===== config.mk =====
export PLATFORM = sky130hd
export DESIGN_NAME = bcd_count_sequencer
export DESIGN_NICKNAME = d
export VERILOG_FILES = /design/src/rtl/bcd_count_sequencer.sv
export SDC_FILE = /design/constraint.sdc
export NUM_CORES = 1
export LEC_CHECK = 0
export CELL_PAD_IN_SITES_DETAIL_PLACEMENT = 1
export CELL_PAD_IN_SITES_GLOBAL_PLACEMENT = 2
export CORE_UTILIZATION = 33
export DETAILED_ROUTE_END_ITERATION = 6
export PLACE_DENSITY = 0.85
export SYNTH_ARGS = -nofsm -noshare
export SYNTH_HDL_FRONTEND = slang
export SYNTH_SLANG_ARGS = --single-unit
export TNS_END_PERCENT = 100

===== constraint.sdc =====
create_clock -name clk -period 3.9 [get_ports clk]
set_input_delay 1.17 -clock clk [delete_from_list [all_inputs] [get_ports clk]]
set_output_delay 1.17 -clock clk [all_outputs]
set_load 0.05 [all_outputs]

===== src/rtl/bcd_count_sequencer.sv =====
// Digit-serial N-digit BCD event counter streaming each new count MSD first.
// Define BCD_SEQ_ASCII_EN for 8-bit ASCII digits with leading-zero blanking.
module bcd_count_sequencer #(
    parameter int DIGITS   = 3,
    parameter int PEND_MAX = 15
) (
    input  logic                clk,
    input  logic                rst_n,
    input  logic                inc_pulse,
    input  logic                clr,
    output logic [4*DIGITS-1:0] bcd_value,
    output logic                busy,
    output logic                wrap,
    output logic                ovf,
    output logic                upd_valid,
    input  logic                upd_ready,
`ifdef BCD_SEQ_ASCII_EN
    output logic [7:0]          upd_digit,
`else
    output logic [3:0]          upd_digit,
`endif
    output logic [2:0]          upd_idx,
    output logic                upd_last
);

    localparam int PW = (PEND_MAX < 2) ? 1 : $clog2(PEND_MAX + 1);
    localparam logic [2:0] LAST = 3'(DIGITS - 1);
    localparam logic [PW-1:0] PFULL = PW'(PEND_MAX);

    typedef enum logic [1:0] {
        IDLE,
        INC,
        SEND
    } state_t;

    state_t              state_q, state_d;
    logic [4*DIGITS-1:0] bcd_q, bcd_d;
    logic [2:0]          k_q, k_d;
    logic [2:0]          j_q, j_d;
    logic [PW-1:0]       pend_q, pend_d;
    logic                ovf_q, ovf_d;
    logic [3:0]          dig_k, dig_j;
    logic                take, wrap_c;
    logic                inc_acc, pend_nz, pend_full;

    always_ff @(posedge clk or negedge rst_n) begin
        if (!rst_n) begin
            state_q <= IDLE;
            bcd_q   <= '0;
            k_q     <= '0;
            j_q     <= '0;
            pend_q  <= '0;
            ovf_q   <= 1'b0;
        end else begin
            state_q <= state_d;
            bcd_q   <= bcd_d;
            k_q     <= k_d;
            j_q     <= j_d;
            pend_q  <= pend_d;
            ovf_q   <= ovf_d;
        end
    end

    always_comb begin
        dig_k = '0;
        dig_j = '0;
        for (int i = 0; i < DIGITS; i++) begin
            if (k_q == 3'(i)) dig_k = bcd_q[4*i +: 4];
            if (j_q == 3'(i)) dig_j = bcd_q[4*i +: 4];
        end
    end

    assign pend_nz   = (pend_q != '0);
    assign pend_full = (pend_q == PFULL);

    always_comb begin
        state_d = state_q;
        bcd_d   = bcd_q;
        k_d     = k_q;
        j_d     = j_q;
        take    = 1'b0;
        wrap_c  = 1'b0;
        if (clr) begin
            state_d = IDLE;
            bcd_d   = '0;
            k_d     = '0;
            j_d     = '0;
        end else begin
            case (state_q)
                IDLE: begin
                    if (pend_nz) begin
                        take    = 1'b1;
                        k_d     = '0;
                        state_d = INC;
                    end
                end
                INC: begin
                    for (int i = 0; i < DIGITS; i++) begin
                        if (k_q == 3'(i)) begin
                            bcd_d[4*i +: 4] = (dig_k == 4'd9) ? 4'd0 : dig_k + 4'd1;
                        end
                    end
                    if (dig_k != 4'd9) begin
                        state_d = SEND;
                        j_d     = LAST;
                    end else if (k_q == LAST) begin
                        wrap_c  = 1'b1;
                        state_d = SEND;
                        j_d     = LAST;
                    end else begin
                        k_d = k_q + 3'd1;
                    end
                end
                SEND: begin
                    if (upd_ready) begin
                        if (j_q == 3'd0) begin
                            // Chain straight into the next increment when work is queued
                            if (pend_nz) begin
                                take    = 1'b1;
                                k_d     = '0;
                                state_d = INC;
                            end else begin
                                state_d = IDLE;
                            end
                        end else begin
                            j_d = j_q - 3'd1;
                        end
                    end
                end
                default: state_d = IDLE;
            endcase
        end
    end

    assign inc_acc = inc_pulse && !clr;

    always_comb begin
        pend_d = pend_q;
        ovf_d  = ovf_q;
        unique case (1'b1)
            clr: begin
                pend_d = '0;
                ovf_d  = 1'b0;
            end
            (inc_acc && !take && pend_full): ovf_d = 1'b1;
            (inc_acc && !take && !pend_full): pend_d = pend_q + 1'b1;
            (!clr && !inc_acc && take): pend_d = pend_q - 1'b1;
            default: ;
        endcase
    end

    assign bcd_value = bcd_q;
    assign busy      = (state_q != IDLE);
    assign wrap      = wrap_c;
    assign ovf       = ovf_q;
    assign upd_valid = (state_q == SEND);
    assign upd_idx   = upd_valid ? j_q : 3'd0;
    assign upd_last  = upd_valid && (j_q == 3'd0);

`ifdef BCD_SEQ_ASCII_EN
    logic hi_zero;

    always_comb begin
        hi_zero = 1'b1;
        for (int i = 0; i < DIGITS; i++) begin
            if (3'(i) > j_q && bcd_q[4*i +: 4] != 4'd0) hi_zero = 1'b0;
        end
    end

    always_comb begin
        upd_digit = 8'h00;
        if (upd_valid) begin
            if (hi_zero && dig_j == 4'd0 && j_q != 3'd0) upd_digit = 8'h20;
            else upd_digit = {4'h3, dig_j};
        end
    end
`else
    assign upd_digit = upd_valid ? dig_j : 4'd0;
`endif

endmodule


==> results.tsv <==
metric	value	unit
status	finished, final reports clean	
path_max_fanout	9	
cts-buffers-inserted	3	
drt-wirelength-per-cell	16.03	um
hold_buffers	0	
syn2layout_area_growth	25.93	%
place_hpwl	3660	um
worstPathArrival	2.58	ns
ys_seq_area_frac	0.3504	
overflow	0	
rows	26	
worst_slack	0.1547	ns
synth_area	1785	um^2
gp_congestion	0.7748	
power.total	1.224	mW
place_ws	0.06536	ns
ir_worst_vdd	235.9	uV
grt_pass1_vias	1510	
synth.top_cell.area_share	0.3504	
grtUsageTotal	0.1821	
clk_pin_slew	0.10	ns
path_cells	inv_1 -> ha_2 -> nand3b_1 -> a221oi_2 -> ha_1 -> nor2b_1 -> o211ai_1 -> nand2b_2 -> nor2_2 -> buf_12	
cts_buffer_depth	2	
yosysUniqueCellTypes	52	
crit_path_end_kind	output port	
synth.most_common_cell	dfrtp_1	
post-route-util	0.4347	
setup_viol	0	
diodes	0	
dieWidth	75.56	um
drc	0	
drt_iter0_markers	46	
cts_setup_buffers	0	
cellPowerDensity	544.2	nW/um^2
via_count	1557	
floorplan.die_area	5709	um^2
min_period	3.745	ns
start_util	0.3452	
finalHoldViolCount	0	
grt_setup_unrepaired	yes	
max_freq	267.0	MHz
fin_crit_sh	0.9603	
dr.pass1.iters	4	
maxSlewViolCount	0	
ctsResizeCount	0	
grt_max_degree	26	
placement.cell_area	2185	um^2
synth-seq-cells	25	
postSynthCellCount	196	
wl	4744	um
nNetsFinal	245	
synth_fp_nets	214	
fin_worst_skew	0.01342	ns
netlist_top_cells_area	dfrtp_1, ha_1, nor2_1, nand2b_1, a21oi_1	
clk_latency	0.28	ns
antenna_left	0	
avgSynthCellArea	9.110	um^2
whs	0.5354	ns
synth_top_area_cell	dfrtp_1	
cts_tree	done	
viasPerCell	5.260	
antenna_found_initial	0	
ys_warn_count	0	
tightest_slew	0.5039	ns
num_io_pins	29	
synthFlopType	dfrtp_1	
fp.dieH	75.56	um
ys_top_cells_by_count	dfrtp_1, nor2_1, nand2_1	
maxCapViolations	0	
final_layout_size_suffix_gt1_frac	0.1593	
root_buffer	clkbuf_8	
slowest_delay	0.41	ns
portBuffers	28	
hold_path.class	flop to flop	
cp-start-kind	flop	
synth_edf_count	0	
synth-async-reset-ratio	1.000	
htreeDepth	1	
slew_headroom	0.6630	
cts_sinks	25	
core_area	5172	um^2
leakage	0.9722	nW
path_class	flop to output port	
worstPathRequired	2.73	ns
grt_first_pass_wirelength	7762	um
slowest_stage	dfrtp_1	
fin_area	2248	um^2
power by group:
part	internal [mW]	total, mW	switching, mW
Combinational	0.274	0.685	0.412
Sequential	0.307	0.374	0.0669
Clock	0.0718	0.164	0.0925
Total	0.652	1.22	0.571
metal layers:
metal | vias up | routed length (um) | track usage
li1 | 762 | - | -
met1 | 772 | 2264 | 0.2459
met2 | 19 | 2361 | 0.3085
met3 | 4 | 64 | 0.02116
met4 | 0 | 53 | 0.05144
met5 | - | 0 | 0
cell usage in the layout, fill, tap and decap left out, types with 2 or more instances in the layout:
cell type	Yosys	routed
a2111oi_2	0	2
a211oi_1	8	8
a21o_1	4	4
a21o_2	2	2
a21oi_1	12	12
a221oi_2	2	2
buf_4	0	7
clkbuf_8	0	3
clkdlybuf4s50_1	0	24
dfrtp_1	25	25
dlymetal6s2s_1	0	2
ha_1	12	9
ha_2	0	3
inv_1	12	12
mux2i_1	2	2
nand2_1	14	14
nand2b_1	10	9
nand3_1	4	4
nand3b_1	5	5
nor2_1	18	17
nor3_1	6	6
nor3b_1	3	3
o211ai_1	3	3
o21a_1	2	2
o21ai_0	9	9
o21ai_1	3	3
or2_2	2	2
cells by family (layout without fill, tap and decap cells):
logic type                 Yosys count  count (layout)  share of synthesized area
and+or+nand+nor                     77              77                     0.2446
DFF                                 25              25                     0.3504
AOI/OAI and AO/OA                   56              56                     0.2306
adders and majority gates           13              13                    0.09530
xor gates and xnor gates             1               1                   0.004906
buffers and inverters               20              50                    0.04415
muxes                                4               4                    0.03013
cell type report:
class / instances / area [um^2]
clock buffers: 3 / 41.29
clock inverters: 1 / 5.005
fillers: 613 / 2924
inverters: 12 / 45.04
multi-input cells: 151 / 1106
flip-flops and latches: 25 / 625.6
well taps: 70 / 87.58
repair buffers: 34 / 337.8
worst paths after layout:
kind	startpoint	endpoint	slack, ns	cells past startpoint
max reg2reg	j_q[0]	pend_q[3]	0.84	12
max	k_q[1]	wrap	0.15	10
min reg2reg	bcd_value[8]	bcd_value[8]	0.54	2
min in group asynchronous	rst_n	j_q[0]	1.25	2
min	bcd_value[8]	bcd_value[8]	0.54	2
max in group asynchronous	rst_n	bcd_value[10]	2.38	2
stage by stage:
stage          std cells  TNS (ns)
2_1_floorplan        196         0
3_3_place_gp         292         0
3_5_place_dp         292         0
4_1_cts              296         0
5_1_grt              296  -0.08496
6_report             296         0
registers in the layout (all words and copies together), names as in the netlist:
signal,count
ovf,1
j_q,3
bcd_value,12
k_q,3
state_q,2
pend_q,4
critical path: cells and delay by family (launching register included):
kind / cells / cell delay [ns]
simple gates: 4 / 0.79
flops: 1 / 0.41
compound gates: 2 / 0.41
buf+inv: 2 / 0.23
fa+ha+maj: 2 / 0.44
Note: power is estimated with default switching activity, not from simulation.
